===== src/rtl/pc_tx_arbiter.sv =====
// Round-robin arbiter that shares the PC_TX word path among NUM_REQ word sources.
// One word is granted per IDLE visit. The block then pulses the next-word command and
// waits for the serialiser busy window before it accepts another word.
module pc_tx_arbiter #(
  parameter int unsigned NUM_REQ       = 4,
  parameter int unsigned WORD_W        = 32,
  parameter int unsigned START_TIMEOUT = 16,
  parameter int unsigned WORD_TIMEOUT  = 20000
) (
  input  logic                       i_clock,
  input  logic                       i_reset_n,
  input  logic [NUM_REQ-1:0]         i_req_valid,
  input  logic [NUM_REQ*WORD_W-1:0]  i_req_data,
  output logic [NUM_REQ-1:0]         o_req_ack,
  output logic [WORD_W-1:0]          o_fifo_word_data,
  output logic                       o_serial_next_word_cmd,
  input  logic                       i_serial_is_busy,
  output logic [$clog2(NUM_REQ)-1:0] o_grant_id,
  output logic                       o_busy,
  output logic                       o_timeout_err
);

  localparam int unsigned ID_W    = $clog2(NUM_REQ);
  localparam int unsigned CW      = ID_W + 1;
  localparam int unsigned TIMER_W = 24;
  localparam logic [TIMER_W-1:0] START_LIMIT = TIMER_W'(START_TIMEOUT);
  localparam logic [TIMER_W-1:0] WORD_LIMIT  = TIMER_W'(WORD_TIMEOUT);
  localparam logic [ID_W-1:0]    LAST_ID     = ID_W'(NUM_REQ - 1);

  typedef enum logic [2:0] {
    IDLE,
    START,
    WAIT_BUSY,
    WAIT_DONE,
    GAP
  } state_t;

  state_t             state;
  logic [ID_W-1:0]    rr_ptr;
  logic [TIMER_W-1:0] timer;
  logic [TIMER_W-1:0] timer_inc;
  logic [WORD_W-1:0]  words [NUM_REQ];
  logic [ID_W-1:0]    pick;
  logic               pick_found;
  logic [CW-1:0]      idx_sum;

  // Unpack the flat requester data bus into one word per requester
  always_comb begin
    for (int k = 0; k < int'(NUM_REQ); k++) begin
      words[k] = i_req_data[k*WORD_W +: WORD_W];
    end
  end

  // First pending requester at or above the round-robin pointer, with wrap
  always_comb begin
    pick       = '0;
    pick_found = 1'b0;
    idx_sum    = '0;
    for (int i = 0; i < int'(NUM_REQ); i++) begin
      idx_sum = CW'(rr_ptr) + CW'(i);
      if (idx_sum >= CW'(NUM_REQ)) begin
        idx_sum = idx_sum - CW'(NUM_REQ);
      end
      if (!pick_found && i_req_valid[idx_sum[ID_W-1:0]]) begin
        pick       = idx_sum[ID_W-1:0];
        pick_found = 1'b1;
      end
    end
  end

  // Saturating increment so a stuck serialiser can never wrap the timer
  always_comb begin
    timer_inc = (&timer) ? timer : timer + TIMER_W'(1);
  end

  // Grant / command / busy-window state machine with registered outputs
  always_ff @(posedge i_clock or negedge i_reset_n) begin
    if (!i_reset_n) begin
      state                  <= IDLE;
      rr_ptr                 <= '0;
      timer                  <= '0;
      o_req_ack              <= '0;
      o_fifo_word_data       <= '0;
      o_serial_next_word_cmd <= 1'b0;
      o_grant_id             <= '0;
      o_busy                 <= 1'b0;
      o_timeout_err          <= 1'b0;
    end else begin
      o_req_ack              <= '0;
      o_serial_next_word_cmd <= 1'b0;
      o_timeout_err          <= 1'b0;
      case (state)
        IDLE: begin
          if (pick_found) begin
            o_fifo_word_data <= words[pick];
            o_grant_id       <= pick;
            o_req_ack        <= NUM_REQ'(1) << pick;
            rr_ptr           <= (pick == LAST_ID) ? '0 : pick + 1'b1;
            o_busy           <= 1'b1;
            state            <= START;
          end
        end
        START: begin
          o_serial_next_word_cmd <= 1'b1;
          timer                  <= '0;
          state                  <= WAIT_BUSY;
        end
        WAIT_BUSY: begin
          if (i_serial_is_busy) begin
            timer <= '0;
            state <= WAIT_DONE;
          end else if (timer_inc == START_LIMIT) begin
            o_timeout_err <= 1'b1;
            state         <= GAP;
          end else begin
            timer <= timer_inc;
          end
        end
        WAIT_DONE: begin
          if (!i_serial_is_busy) begin
            state <= GAP;
          end else if (timer_inc == WORD_LIMIT) begin
            o_timeout_err <= 1'b1;
            state         <= GAP;
          end else begin
            timer <= timer_inc;
          end
        end
        GAP: begin
          o_busy <= 1'b0;
          state  <= IDLE;
        end
        default: begin
          o_busy <= 1'b0;
          state  <= IDLE;
        end
      endcase
    end
  end

endmodule


===== config.mk =====
export PLATFORM = sky130hd
export DESIGN_NAME = pc_tx_arbiter
export DESIGN_NICKNAME = d
export VERILOG_FILES = /design/src/rtl/pc_tx_arbiter.sv
export SDC_FILE = /design/constraint.sdc
export NUM_CORES = 1
export LEC_CHECK = 0
export CAP_MARGIN = 20
export CELL_PAD_IN_SITES_DETAIL_PLACEMENT = 1
export CELL_PAD_IN_SITES_GLOBAL_PLACEMENT = 2
export CORE_ASPECT_RATIO = 0.8
export CORE_MARGIN = 2
export CORE_UTILIZATION = 24
export CTS_CLUSTER_DIAMETER = 100
export DETAILED_ROUTE_END_ITERATION = 8
export PLACE_DENSITY = 0.88
export SETUP_SLACK_MARGIN = 0.15
export SYNTH_ARGS = -nofsm -noshare
export SYNTH_HDL_FRONTEND = slang
export SYNTH_SLANG_ARGS = --single-unit

===== constraint.sdc =====
create_clock -name i_clock -period 4.3 [get_ports i_clock]
set_input_delay 0.43 -clock i_clock [delete_from_list [all_inputs] [get_ports i_clock]]
set_output_delay 0.43 -clock i_clock [all_outputs]
set_load 0.02 [all_outputs]

==> flow_summary.yaml, run 1 <==
synthesis:
  ys_ff_latch: 70
  syn_area_um2: 4700
  yosys.cell_types.count: 52
  synth-seq-area-share: 0.373
  yosys_warnings: 0
  synthTopCellsByArea: "dfrtp_1 (37%), nand2_1 (17%), o21ai_0 (8.2%)"
  netlist_instances: 660
  avgSynthCellArea_um2: 7.11
  synth_fp_nets: 800
  synth_top_area_cell: "dfrtp_1"
  yosysTopAreaCellShare: 0.373
clock_tree:
  cts_root_buf: "clkbuf_16"
  clk_pin_slew_ps: 60
  numCtsBuffers: 9
  cts_sinks: 70
  cts_tree: "yes"
  post-cts-setup-buffer-count: 0
  clock_path_buffers: 2
  h-tree-depth: 3
  clock_latency_ps: 350
grt:
  antenna_found_initial: 0
  grt_first_pass_wirelength_um: 27400
  grt_start_max_net_pins: 71
  gr-total-overflow: 0
  globalRouteTotalUtil: 0.167
  first_global_vias: 5167
timing:
  tightest_slew_ps: 973
  period_needed_ps: 3860
  rsz0062_at_grt: "no"
  fin_ws_ps: 440
  period_share: 0.898
  finClkSkew_ps: 8.34
  max_freq_ghz: 0.259
  drv_slew: 0
  fin_hold_ws_ps: 190
  finalSetupViolations: 0
  hold_viol: 0
  setup_tns_ps: 0
  slew_headroom: 0.351
worst_hold_path:
  hold_path_class: "in2async"
power_and_ir_drop:
  power_density_nw_per_um2: 545
  power.total_mw: 3.83
  power_leakage_nw: 3.00
  ir_drop_uv: 250
routing:
  drt-wirelength-per-cell_um: 15.9
  viasPerCell: 4.77
  drtAntennaViolNets: 0
  dr.pass1.iters: 4
  dr.first_iter.drc_count: 237
  drc: 0
  dr_total_vias: 5130
  wl_um: 17100
placed_design:
  gp_congestion: 0.852
  port_buffers: 175
  placed_cells: 1059
  dp_slack_ps: 446
  post-dp-hpwl_um: 12700
setup_path:
  setup.worst_path.end_class: "flop"
  cp_max_fo: 27
  crit_required_ps: 4530
  path_class: "reg2reg"
  cp.arrival_ps: 4090
  startpoint_type: "flop"
floorplan:
  core_um2: 19100
  io_pins: 176
  fp.dieH_um: 129
  row_count: 45
  initial_core_util: 0.246
  die_w_um: 160
  die_area_um2: 20700
cells_and_area:
  diodes: 0
  instances_no_fill: 1075
  fill_cells: 2337
  nets: 952
  layout-drive-gt1-share: 0.0539
  area_growth_pct: 49.5
status:
  status: "complete, no violations"
job:
  drv_cap: 0
## final cells by class
| class | count | area (µm²) | share of cell area |
|---|---|---|---|
| multi-input cells | 527 | 2700 | 0.385 |
| repair buffers | 189 | 1880 | 0.268 |
| flip-flops and latches | 70 | 1750 | 0.250 |
| well taps | 258 | 323 | 0.0460 |
| clock buffers | 9 | 225 | 0.0321 |
| clock inverters | 7 | 81.3 | 0.0116 |
| inverters | 15 | 56.3 | 0.00802 |
## worst paths after layout
| path | start | endpoint | slack [ps] | depth (start not counted) |
|---|---|---|---|---|
| max | timer[8] | timer[5] | 440 | 10 |
| min | i_reset_n | timer[12] | 190 | 1 |
| min reg2reg | o_fifo_word_data[16] | o_fifo_word_data[16] | 480 | 2 |
| max reg2reg | timer[8] | timer[5] | 440 | 10 |
| max in group asynchronous | i_reset_n | o_timeout_err | 3430 | 1 |
| min in group i_clock | o_fifo_word_data[16] | o_fifo_word_data[16] | 480 | 2 |
## layout by cell type (no fill, tap or decap), drive strengths merged, types with 7 or more instances in the layout
cell           count
nand4              9
clkbuf             9
nand2            216
buf               15
o22a               7
clkdlybuf4s50    174
dfrtp             70
nand2b             7
a21oi             17
xnor2              7
nor4               8
nor2              31
nor3              11
a31oi             12
and2               7
o21ai             82
nand3             45
o31ai             12
inv               18
## stage by stage
| stage | util | instance area (µm²) |
|---|---|---|
| after global placement | 0.352 | 6710 |
| after floorplan | - | 4700 |
| after CTS | 0.368 | 7020 |
| final | 0.368 | 7020 |
| after detailed placement | 0.352 | 6710 |
| after global routing | 0.368 | 7020 |
## flip-flops by register name, indices dropped and copies added, names as in the netlist
name                    cells
o_timeout_err               1
o_busy                      1
rr_ptr                      2
o_req_ack                   4
o_serial_next_word_cmd      1
timer                      24
o_fifo_word_data           32
o_grant_id                  2
state                       3
## cell usage after synthesis, drive strengths merged
cell type,number
o2111a,2
inv,15
and4,3
nand3b,2
o22a,7
xnor2,7
o21a,3
nor2,31
mux2i,2
or4b,1
clkbuf,38
and3,2
xor2,2
dfrtp,70
a22oi,2
a2111oi,1
nor4b,1
ha,5
nor4,8
a311oi,1
o211ai,1
or2,2
o21ai,82
a211oi,4
nor3b,3
o31a,1
o21bai,1
o22ai,2
nand4b,1
nor3,11
a31oi,12
nand4,9
and2,7
nand2,216
nand3,45
a21o,5
nand2b,7
o31ai,12
a21oi,17
or4,5
o2111ai,1
or3,3
buf,10
## power by group
part	internal [mW]	switching, mW
Clock	0.457	0.329
Sequential	0.871	0.132
Combinational	0.809	1.23
Total	2.14	1.69
## routing by layer
| metal | share of wire | up-vias | global-route usage |
|---|---|---|---|
| li1 | - | 2573 | - |
| met1 | 0.45 | 2415 | 0.207 |
| met2 | 0.46 | 125 | 0.271 |
| met3 | 0.078 | 17 | 0.0691 |
| met4 | 0.018 | 0 | 0.0435 |
| met5 | 0 | - | 0 |
## timing repair
| action | in CTS | in global routing |
|---|---|---|
| hold buffers | 0 | 0 |
| resized for setup | 0 | 2 |
| endpoints found under the setup margin | 0 | 8 |
## cell families (layout without fill, tap and decap cells)
family | after synthesis | after routing | share of synthesized area
and+or+nand+nor | 357 | 357 | 0.341
xor gates and xnor gates | 9 | 9 | 0.0168
muxes | 2 | 2 | 0.00426
buffers and inverters | 63 | 220 | 0.0538
DFF | 70 | 70 | 0.373
adders and majority gates | 5 | 5 | 0.0133
AOI/OAI and AO/OA | 154 | 154 | 0.198
## critical path, cell delays in order (launching register included)
cell and delay, ps:
dfrtp_1 480, nand4_1 340, nor4_1 440, xnor2_1 190
or4b_1 480, or4_1 470, o31a_1 380, a211oi_4 300
buf_4 360, nor2_1 90, o22a_1 200
(Power assumes the default switching activity.)
==> run 2, diff against run 1 <==
--- a/config.mk
+++ b/config.mk
@@ -9,7 +9,7 @@
 export CELL_PAD_IN_SITES_DETAIL_PLACEMENT = 1
 export CELL_PAD_IN_SITES_GLOBAL_PLACEMENT = 2
 export CORE_ASPECT_RATIO = 0.8
-export CORE_MARGIN = 2
+export CORE_MARGIN = 8
 export CORE_UTILIZATION = 24
 export CTS_CLUSTER_DIAMETER = 100
 export DETAILED_ROUTE_END_ITERATION = 8
==> flow_summary.yaml, run 2 (same netlist as run 1, synthesis figures left out) <==
setup_path:
  setup.worst_path.end_class: "flop"
  crit_required_ps: 4510
  timing.rr.start: "timer[1]"
  path_class: "reg2reg"
  cp_max_fo: 10
  startpoint_type: "flop"
  rr_endpoint: "timer[21]"
  critPathMostFrequentCell: "or4_1"
  r2r_cells: 12
  cp_slowest_stage_delay_ps: 570
  reg2reg_slack_ps: 550
  cp.arrival_ps: 3960
  slowest_stage: "or4_1"
  cp_cell_sequence: "ha_2 > inv_1 > or4_1 > xnor2_1 > or4_1 > nor4_1 > a21oi_1 > a211oi_4 > inv_2 > nand2b_1 > buf_12 > o31ai_1"
grt:
  globalRouteTotalUtil: 0.152
  gr-total-overflow: 0
  antenna_found_initial: 2
  grt_start_max_net_pins: 71
  grt_first_pass_wirelength_um: 29400
  first_global_vias: 5498
clock_tree:
  cts.repair.resized: 0
  clk_pin_slew_ps: 60
  clock_latency_ps: 340
  cts_tree: "yes"
  holdBufCountCts: 0
  post-cts-setup-buffer-count: 0
  clock_path_buffers: 2
  h-tree-depth: 3
  cts_sinks: 70
  cts_root_buf: "clkbuf_16"
  numCtsBuffers: 9
worst_hold_path:
  hold_path_class: "in2async"
routing:
  dr.pass1.iters: 4
  drt-wirelength-per-cell_um: 16.9
  viasPerCell: 4.78
  drc: 0
  dr_total_vias: 5143
  wl_um: 18100
  drtAntennaViolNets: 0
  dr.first_iter.drc_count: 272
cells_and_area:
  final_common_cell: "nand2_1"
  fill_cells: 2348
  top_register: "o_fifo_word_data"
  largest_reg_flops: 32
  reg_top3: "o_fifo_word_data x32, timer x24, o_req_ack x4"
  fin_util: 0.369
  area_growth_pct: 50.0
  nets: 952
  layout.cells.most_common_list: "nand2_1 (216), clkdlybuf4s50_1 (174), o21ai_0 (77)"
  layout-drive-gt1-share: 0.0514
placed_design:
  port_buffers: 175
  post-dp-hpwl_um: 13800
  gp_congestion: 0.835
timing:
  slew_headroom: 0.373
  setup_tns_ps: 0
  period_share: 0.873
  drv_slew: 0
  finClkSkew_ps: 7.00
  period_needed_ps: 3750
  hold_viol: 0
  rsz0062_at_grt: "no"
  max_freq_ghz: 0.266
  tightest_slew_ps: 941
  finalSetupViolations: 0
floorplan:
  initial_core_util: 0.246
  row_count: 45
  die_area_um2: 24300
  die_w_um: 172
  fp.dieH_um: 141
  io_pins: 176
  core_um2: 19100
status:
  status: "complete, no violations"
power_and_ir_drop:
  power_leakage_nw: 3.02
  power_density_nw_per_um2: 547
  ir_drop_uv: 277
job:
  drv_cap: 0
[run 2: final cells by class]
cell class | count | area, µm² | share of cell area
Multi-Input combinational cell | 527 | 2700 | 0.384
Timing Repair Buffer | 189 | 1890 | 0.269
Sequential cell | 70 | 1750 | 0.249
Tap cell | 258 | 323 | 0.0458
Clock buffer | 12 | 246 | 0.0350
Clock inverter | 4 | 70.1 | 0.00995
Inverter | 15 | 56.3 | 0.00799
Antenna cell | 1 | 2.50 | 0.000355
[run 2: routing by layer]
| layer | GRT usage | vias to the layer above | share of wire |
|---|---|---|---|
| met5 | 0 | - | 0.00072 |
| met4 | 0.0403 | 2 | 0.0074 |
| met3 | 0.0670 | 11 | 0.091 |
| met2 | 0.242 | 146 | 0.47 |
| met1 | 0.183 | 2407 | 0.43 |
| li1 | - | 2577 | - |
[run 2: stage by stage]
stage / std cells / setup slack, ps / power [mW] / hold slack (ps) / cell area, µm²
CTS: 1075 / 460 / 3.94 / 279 / 7040
finish: 1076 / 547 / 3.85 / 235 / 7040
floorplan: 660 / 773 / 2.19 / 134 / 4700
global placement: 1059 / 585 / 3.07 / 460 / 6720
global route: 1076 / 250 / 4.19 / 326 / 7040
detailed placement: 1059 / 489 / 3.10 / 469 / 6720
[run 2: worst max-delay path: cells and delay by family (launching register included)]
| family | cells | cell delay (ps) |
|---|---|---|
| compound gates | 3 | 570 |
| xor+xnor | 1 | 180 |
| fa+ha+maj | 1 | 340 |
| buf+inv | 3 | 390 |
| flops | 1 | 480 |
| simple gates | 4 | 1640 |
[run 2: power by group]
part           leakage [nW]  total, mW  switching [mW]  internal, mW
clock                 0.157      0.815           0.292         0.522
sequential            0.906       1.01           0.136         0.872
combinational          1.95       2.03            1.22         0.812
total                  3.02       3.85            1.65          2.21
[run 2: worst max path at each step]
stage | startpoint | to | slack, ps | cells after the start
after global routing | timer[1] | timer[18] | 250 | 12
after floorplan | timer[0] | timer[4] | 770 | 12
final | timer[1] | timer[21] | 550 | 12
after CTS | timer[0] | timer[21] | 460 | 12
after global placement | timer[0] | timer[21] | 580 | 12
after detailed placement | timer[1] | timer[21] | 490 | 12
==> run 3, diff against run 2 <==
--- a/config.mk
+++ b/config.mk
@@ -15,6 +15,7 @@
 export DETAILED_ROUTE_END_ITERATION = 8
 export PLACE_DENSITY = 0.88
 export SETUP_SLACK_MARGIN = 0.15
+export SKIP_LAST_GASP = 1
 export SYNTH_ARGS = -nofsm -noshare
 export SYNTH_HDL_FRONTEND = slang
 export SYNTH_SLANG_ARGS = --single-unit
==> results of run 3 <==
Same layout as run 2: the final DEF is identical, and so are final timing and power.
